[src/rtl/aes_byte_collector.sv]
// Deserializer for the AES core's byte-serial result port: packs BLOCK_BYTES bytes
// into one block and offers it downstream through a single valid/ready holding register.
module aes_byte_collector #(
  parameter int BLOCK_BYTES = 16
) (
  input  logic                     clk,
  input  logic                     rst_n,
  input  logic [7:0]               byte_in,
  input  logic                     byte_valid,
  input  logic                     byte_sof,
  output logic [8*BLOCK_BYTES-1:0] block_out,
  output logic                     block_valid,
  input  logic                     block_ready,
  input  logic                     err_clr,
  output logic                     overflow,
  output logic                     frame_err,
  output logic [3:0]               fill_count
);

  localparam int         W    = 8 * BLOCK_BYTES;
  localparam logic [3:0] LAST = 4'(BLOCK_BYTES - 1);

  logic [W-1:0] asm_q;
  logic [W-1:0] asm_nxt;
  logic [3:0]   cnt;
  logic         accept;
  logic         complete;
  logic         sof_err;
  logic         drop;

  assign accept   = block_valid & block_ready;
  assign complete = byte_valid & ~byte_sof & (cnt == LAST);
  assign sof_err  = byte_valid & byte_sof & (cnt != 4'd0);
  assign drop     = complete & block_valid & ~block_ready;
  assign fill_count = cnt;

  // Assembly register with the incoming byte already merged, so a completing
  // byte can be loaded into the holding register on the same edge.
  always_comb begin
    asm_nxt = asm_q;
    for (int i = 0; i < BLOCK_BYTES; i++) begin
      if (byte_valid && ((byte_sof && i == 0) || (!byte_sof && i == int'(cnt)))) begin
        asm_nxt[W-8-8*i +: 8] = byte_in;
      end
    end
  end

  always_ff @(posedge clk or negedge rst_n) begin
    if (!rst_n) begin
      asm_q       <= '0;
      cnt         <= '0;
      block_out   <= '0;
      block_valid <= 1'b0;
      overflow    <= 1'b0;
      frame_err   <= 1'b0;
    end else begin
      asm_q <= asm_nxt;
      if (byte_valid) begin
        if (byte_sof) begin
          cnt <= 4'd1;
        end else if (complete) begin
          cnt <= 4'd0;
        end else begin
          cnt <= cnt + 4'd1;
        end
      end
      if (complete && !drop) begin
        block_out   <= asm_nxt;
        block_valid <= 1'b1;
      end else if (accept) begin
        block_valid <= 1'b0;
      end
      // Set wins over clear when both land on the same edge.
      overflow  <= (overflow  & ~err_clr) | drop;
      frame_err <= (frame_err & ~err_clr) | sof_err;
    end
  end

endmodule

[config.mk]
export PLATFORM = sky130hd
export DESIGN_NAME = aes_byte_collector
export DESIGN_NICKNAME = d
export VERILOG_FILES = /design/src/rtl/aes_byte_collector.sv
export SDC_FILE = /design/constraint.sdc
export NUM_CORES = 1
export LEC_CHECK = 0
export ABC_AREA = 1
export CORE_MARGIN = 10
export CORE_UTILIZATION = 45
export DETAILED_ROUTE_END_ITERATION = 8
export PLACE_DENSITY = 0.68
export RECOVER_POWER = 25
export SLEW_MARGIN = 20
export SYNTH_ARGS = -nofsm -noshare
export SYNTH_HDL_FRONTEND = slang
export SYNTH_SLANG_ARGS = --single-unit
[constraint.sdc]
create_clock -name clk -period 2.3 [get_ports clk]
set_clock_uncertainty 0.05 [all_clocks]
set_input_delay 0.46 -clock clk [delete_from_list [all_inputs] [get_ports clk]]
set_output_delay 0.46 -clock clk [all_outputs]
set_load 0.005 [all_outputs]
# After elaboration in Yosys (flattened, before gate mapping)

Cells that the tools add are included.

Word-level logic and storage cells: 96
Bits of input ports: 14
Register bits after elaboration: 263

Bitwise operators: 14
Reduce and logical (&&, ||, !) cells: 39
Equal/unequal tests: 16
$add $sub $neg: 1
Multiplexer cells: 20

Operators by type and width:

| cell                | number |
|---|---|
| $mux 8              | 16 |
| $logic_and 1x1->1   | 33 |
| $eq 4x4->1 const A  | 8 |
| $eq 3x4->1 const A  | 4 |
| $and 1x1->1         | 9 |
| $eq 2x4->1 const A  | 2 |
| $mux 4              | 2 |
| $add 4x1->4 const B | 1 |
| $eq 1x4->1 const A  | 1 |
| $eq 4x4->1 const B  | 1 |
| $logic_not 4->1     | 1 |
| $reduce_bool 4->1   | 1 |
| $not 1->1           | 3 |
| $logic_not 1->1     | 2 |
| $mux 1              | 2 |
| $or 1x1->1          | 2 |
| $reduce_bool 2->1   | 1 |
| $logic_or 1x1->1    | 1 |

# Logic depth before layout (Yosys ltp)

Depth after elaboration: 8
Depth in mapped cells: 9
Gate-level depth less buffers: 7

# Worst setup path before layout

OpenSTA, ideal clock, no wires.

Path kind: register -> register
From: register cnt[0] (netlist: fill_count[0])
To: register asm_q[40]
Path slack: 0.610 ns
Data arrival time: 1.521 ns
Cell stages (with the launch flop): 8
Period minus slack after synthesis: 1.690 ns
Required time: 2.131 ns
Path through: dfrtp_1 -> inv_1 -> ha_1 -> nand3_1 -> buf_2 -> nor2_1 -> nand2_1 -> and2_1

Word-level cells in the longest chain between the ends: 4

RTL lines:

| what                            | RTL line | text |
|---|---|---|
| start, declared                 | 25       | `logic [3:0] cnt;` |
| start signal, assigned          | 64       | `cnt <= cnt + 4'd1;` |
| $eq 4x4->1                      | 42       | `if (byte_valid && ((byte_sof && i == 0) \|\| (!byte_sof && i == int'(cnt)))) begin` |
| $logic_and 1x1->1 (2 in series) | 42       |  |
| $mux 8                          | 42       |  |
| net asm_nxt[40]                 | 24       | `logic [W-1:0] asm_nxt;` |
| end signal, assigned            | 57       | `asm_q <= asm_nxt;` |
| end, declared                   | 23       | `logic [W-1:0] asm_q;` |

The timed path passes the listed nets, and every way through them passes these cells.
A chain may end at the register's enable or synchronous reset.

# Final worst setup path

From: register cnt[2] (netlist: fill_count[2])
To: output fill_count[2]

RTL lines:

| what          | RTL line | text |
|---|---|---|
| end, declared | 17       | `output logic [3:0] fill_count` |

No word-level cell between the ends.

==> results.sh <==
export IMPL_syn_area_sq_mm=0.0107
export IMPL_ant_nets=0
export IMPL_drt_wl_total_um=28300
export IMPL_cpMaxStageDelayCell="clkdlybuf4s50_1"
export IMPL_power_density_mw_per_mm2=857
export IMPL_outcome="completed"
export IMPL_netlist_instances=1209
export IMPL_finalSetupViolCount=0
export IMPL_h_tree_depth=1
export IMPL_critPathMaxStageDelay_ps=610
export IMPL_gp_congestion=0.822
export IMPL_start_util_pct=45.7
export IMPL_wire_per_inst_um=16.5
export IMPL_max_slew_margin_pct=9.44
export IMPL_vdd_drop_max_mv=0.456
export IMPL_fp_dieH_um=174
export IMPL_cts_buffers=26
export IMPL_clock_sinks=255
export IMPL_path_buf_inv=1
export IMPL_start_kind="flop"
export IMPL_cts_root_buf="clkbuf_16"
export IMPL_hold_class="reg -> reg"
export IMPL_path_delay_family="buffers and inverters"
export IMPL_grt_pass1_wl_um=46300
export IMPL_post_route_min_period_ps=2140
export IMPL_dp_hpwl_um=18200
export IMPL_fin_crit_sh_pct=93.0
export IMPL_syn_to_final_growth_pct=27.4
export IMPL_vias_per_cell=4.85
export IMPL_final_cell_mix="nand2_1 (462), dfrtp_1 (255), clkdlybuf4s50_1 (147)"
export IMPL_worstPathArrival_ps=1630
export IMPL_cts_tree="yes"
export IMPL_clkLatencyLatePin_ps=530
export IMPL_grt_max_degree=62
export IMPL_cp_required_ps=1790
export IMPL_core_area_sq_mm=0.0235
export IMPL_grt_pass1_vias=8432
export IMPL_synth_area_per_cell_sq_um=8.86
export IMPL_clk_pin_slew_ps=60
export IMPL_drc=0
export IMPL_yosysSeqAreaShare_pct=59.5
export IMPL_die_area_sq_mm=0.0304
export IMPL_overflow=0
export IMPL_tightestPinTransition_ps=1360
export IMPL_final_cells=1721
export IMPL_ctsResizeCount=0
export IMPL_cts_buffer_depth=3
export IMPL_synth_nets=1227
export IMPL_num_vias=8345
export IMPL_antenna_found_initial=0
export IMPL_multi_input_area_sq_mm=0.00371
export IMPL_grt_total_usage_pct=18.5
export IMPL_setup_worst_path_end_class="primary output"
export IMPL_drt_iter0_drc=853
export IMPL_firstDrtPassIters=5
export IMPL_finalHoldViolCount=0
export IMPL_antennaDiodeCount=0
export IMPL_pin_count=149
export IMPL_max_cap_violations=0
export IMPL_rows=56
export IMPL_path_max_fanout=8
export IMPL_final_common_cell="nand2_1"
export IMPL_cp_cell_sequence="clkdlybuf4s50_1"
export IMPL_power_leakage_nw=6.77
export IMPL_n_fill_cell=2026
export IMPL_finalNetCount=1403
export IMPL_synth_distinct_cells=23
export IMPL_rsz0062_at_grt="no"
export IMPL_port_buffers=148
export IMPL_final_core_utilization_pct=58.2
export IMPL_drv_slew=0
export IMPL_fmax_mhz=467
export IMPL_place_inst=1675
export IMPL_yosys_warnings=0
export IMPL_die_x_um=174
export IMPL_drive_gt1_share_pct=6.49
export IMPL_crit_type="reg -> out"
export IMPL_synth_seq_cells=255
export IMPL_regArea_sq_mm=0.00638
where the power goes:
group	internal [mW]	switching, mW	total, mW
combinational	1.05	1.02	2.07
sequential	5.27	0.289	5.56
clock	2.36	1.71	4.08
total	8.68	3.02	11.7
sequential cells by signal (all words and copies together), names as in the netlist:
name	flops
block_valid	1
frame_err	1
overflow	1
asm_q	120
fill_count	4
block_out	128
worst paths after layout:
check | start | endpoint | slack, ps | cells past startpoint
max reg2reg | fill_count[1] | asm_q[50] | 320 | 7
max in group asynchronous | rst_n | block_out[46] | 320 | 3
max | fill_count[2] | fill_count[2] | 160 | 1
min reg2reg | block_out[103] | block_out[103] | 430 | 2
min in group asynchronous | rst_n | block_out[119] | 730 | 2
min | block_out[103] | block_out[103] | 430 | 2
cell type report:
cell class                 instances  share of cell area (%)
inverter                         108                    2.97
clock inverter                     4                   0.147
timing repair buffer             194                    14.2
clock buffer                      41                    5.85
multi-input combinational        800                    27.2
sequential                       255                    46.7
tap                              319                    2.92
stage by stage:
step	total power, mW	TNS (ps)	worst slack [ps]	hold slack (ps)	area [sq um]
6_report	11.7	0	161	425	13700
3_3_place_gp	7.64	-8480	-155	362	12900
5_1_grt	12.3	0	78.1	446	13700
3_5_place_dp	7.71	-10450	-172	356	12900
2_1_floorplan	6.79	0	610	114	10700
4_1_cts	11.8	0	135	390	13700
cells in the mapped netlist:
cell type / n / area, sq um
nand2_1: 462 / 1730
dfrtp_1: 255 / 6380
nand3_1: 140 / 701
and2_1: 120 / 751
inv_1: 99 / 372
o21bai_1: 33 / 248
clkbuf_1: 19 / 71.3
nor2_1: 18 / 67.6
buf_2: 13 / 65.1
buf_4: 12 / 90.1
o21ai_0: 11 / 55.1
clkinv_1: 8 / 30.0
ha_1: 4 / 50.1
a21oi_1: 2 / 10.0
buf_1: 2 / 7.51
nand3_2: 2 / 20.0
nand4_1: 2 / 12.5
nor2_2: 2 / 12.5
a22oi_1: 1 / 7.51
inv_2: 1 / 3.75
nand2_4: 1 / 11.3
nor2_4: 1 / 11.3
o22ai_1: 1 / 6.26
cell families after synthesis:
kind of cell / share of synthesized area (%)
fa+ha+maj: 0.467
flops: 59.5
simple gates: 31.0
compound gates: 3.05
buf+inv: 5.97
layer usage:
layer / vias up / wire [um] / track usage, %
li1: 4078 / - / -
met1: 4049 / 13000 / 25.0
met3: 19 / 1870 / 4.44
met5: - / 0 / 0
met2: 199 / 13200 / 30.1
met4: 0 / 281 / 3.24
what timing repair did:
item                      CTS  global route
hold endpoints to repair   44             0
hold buffers                1             0
setup buffers               0             0
No activity file was read; power rests on OpenSTA's default activity.
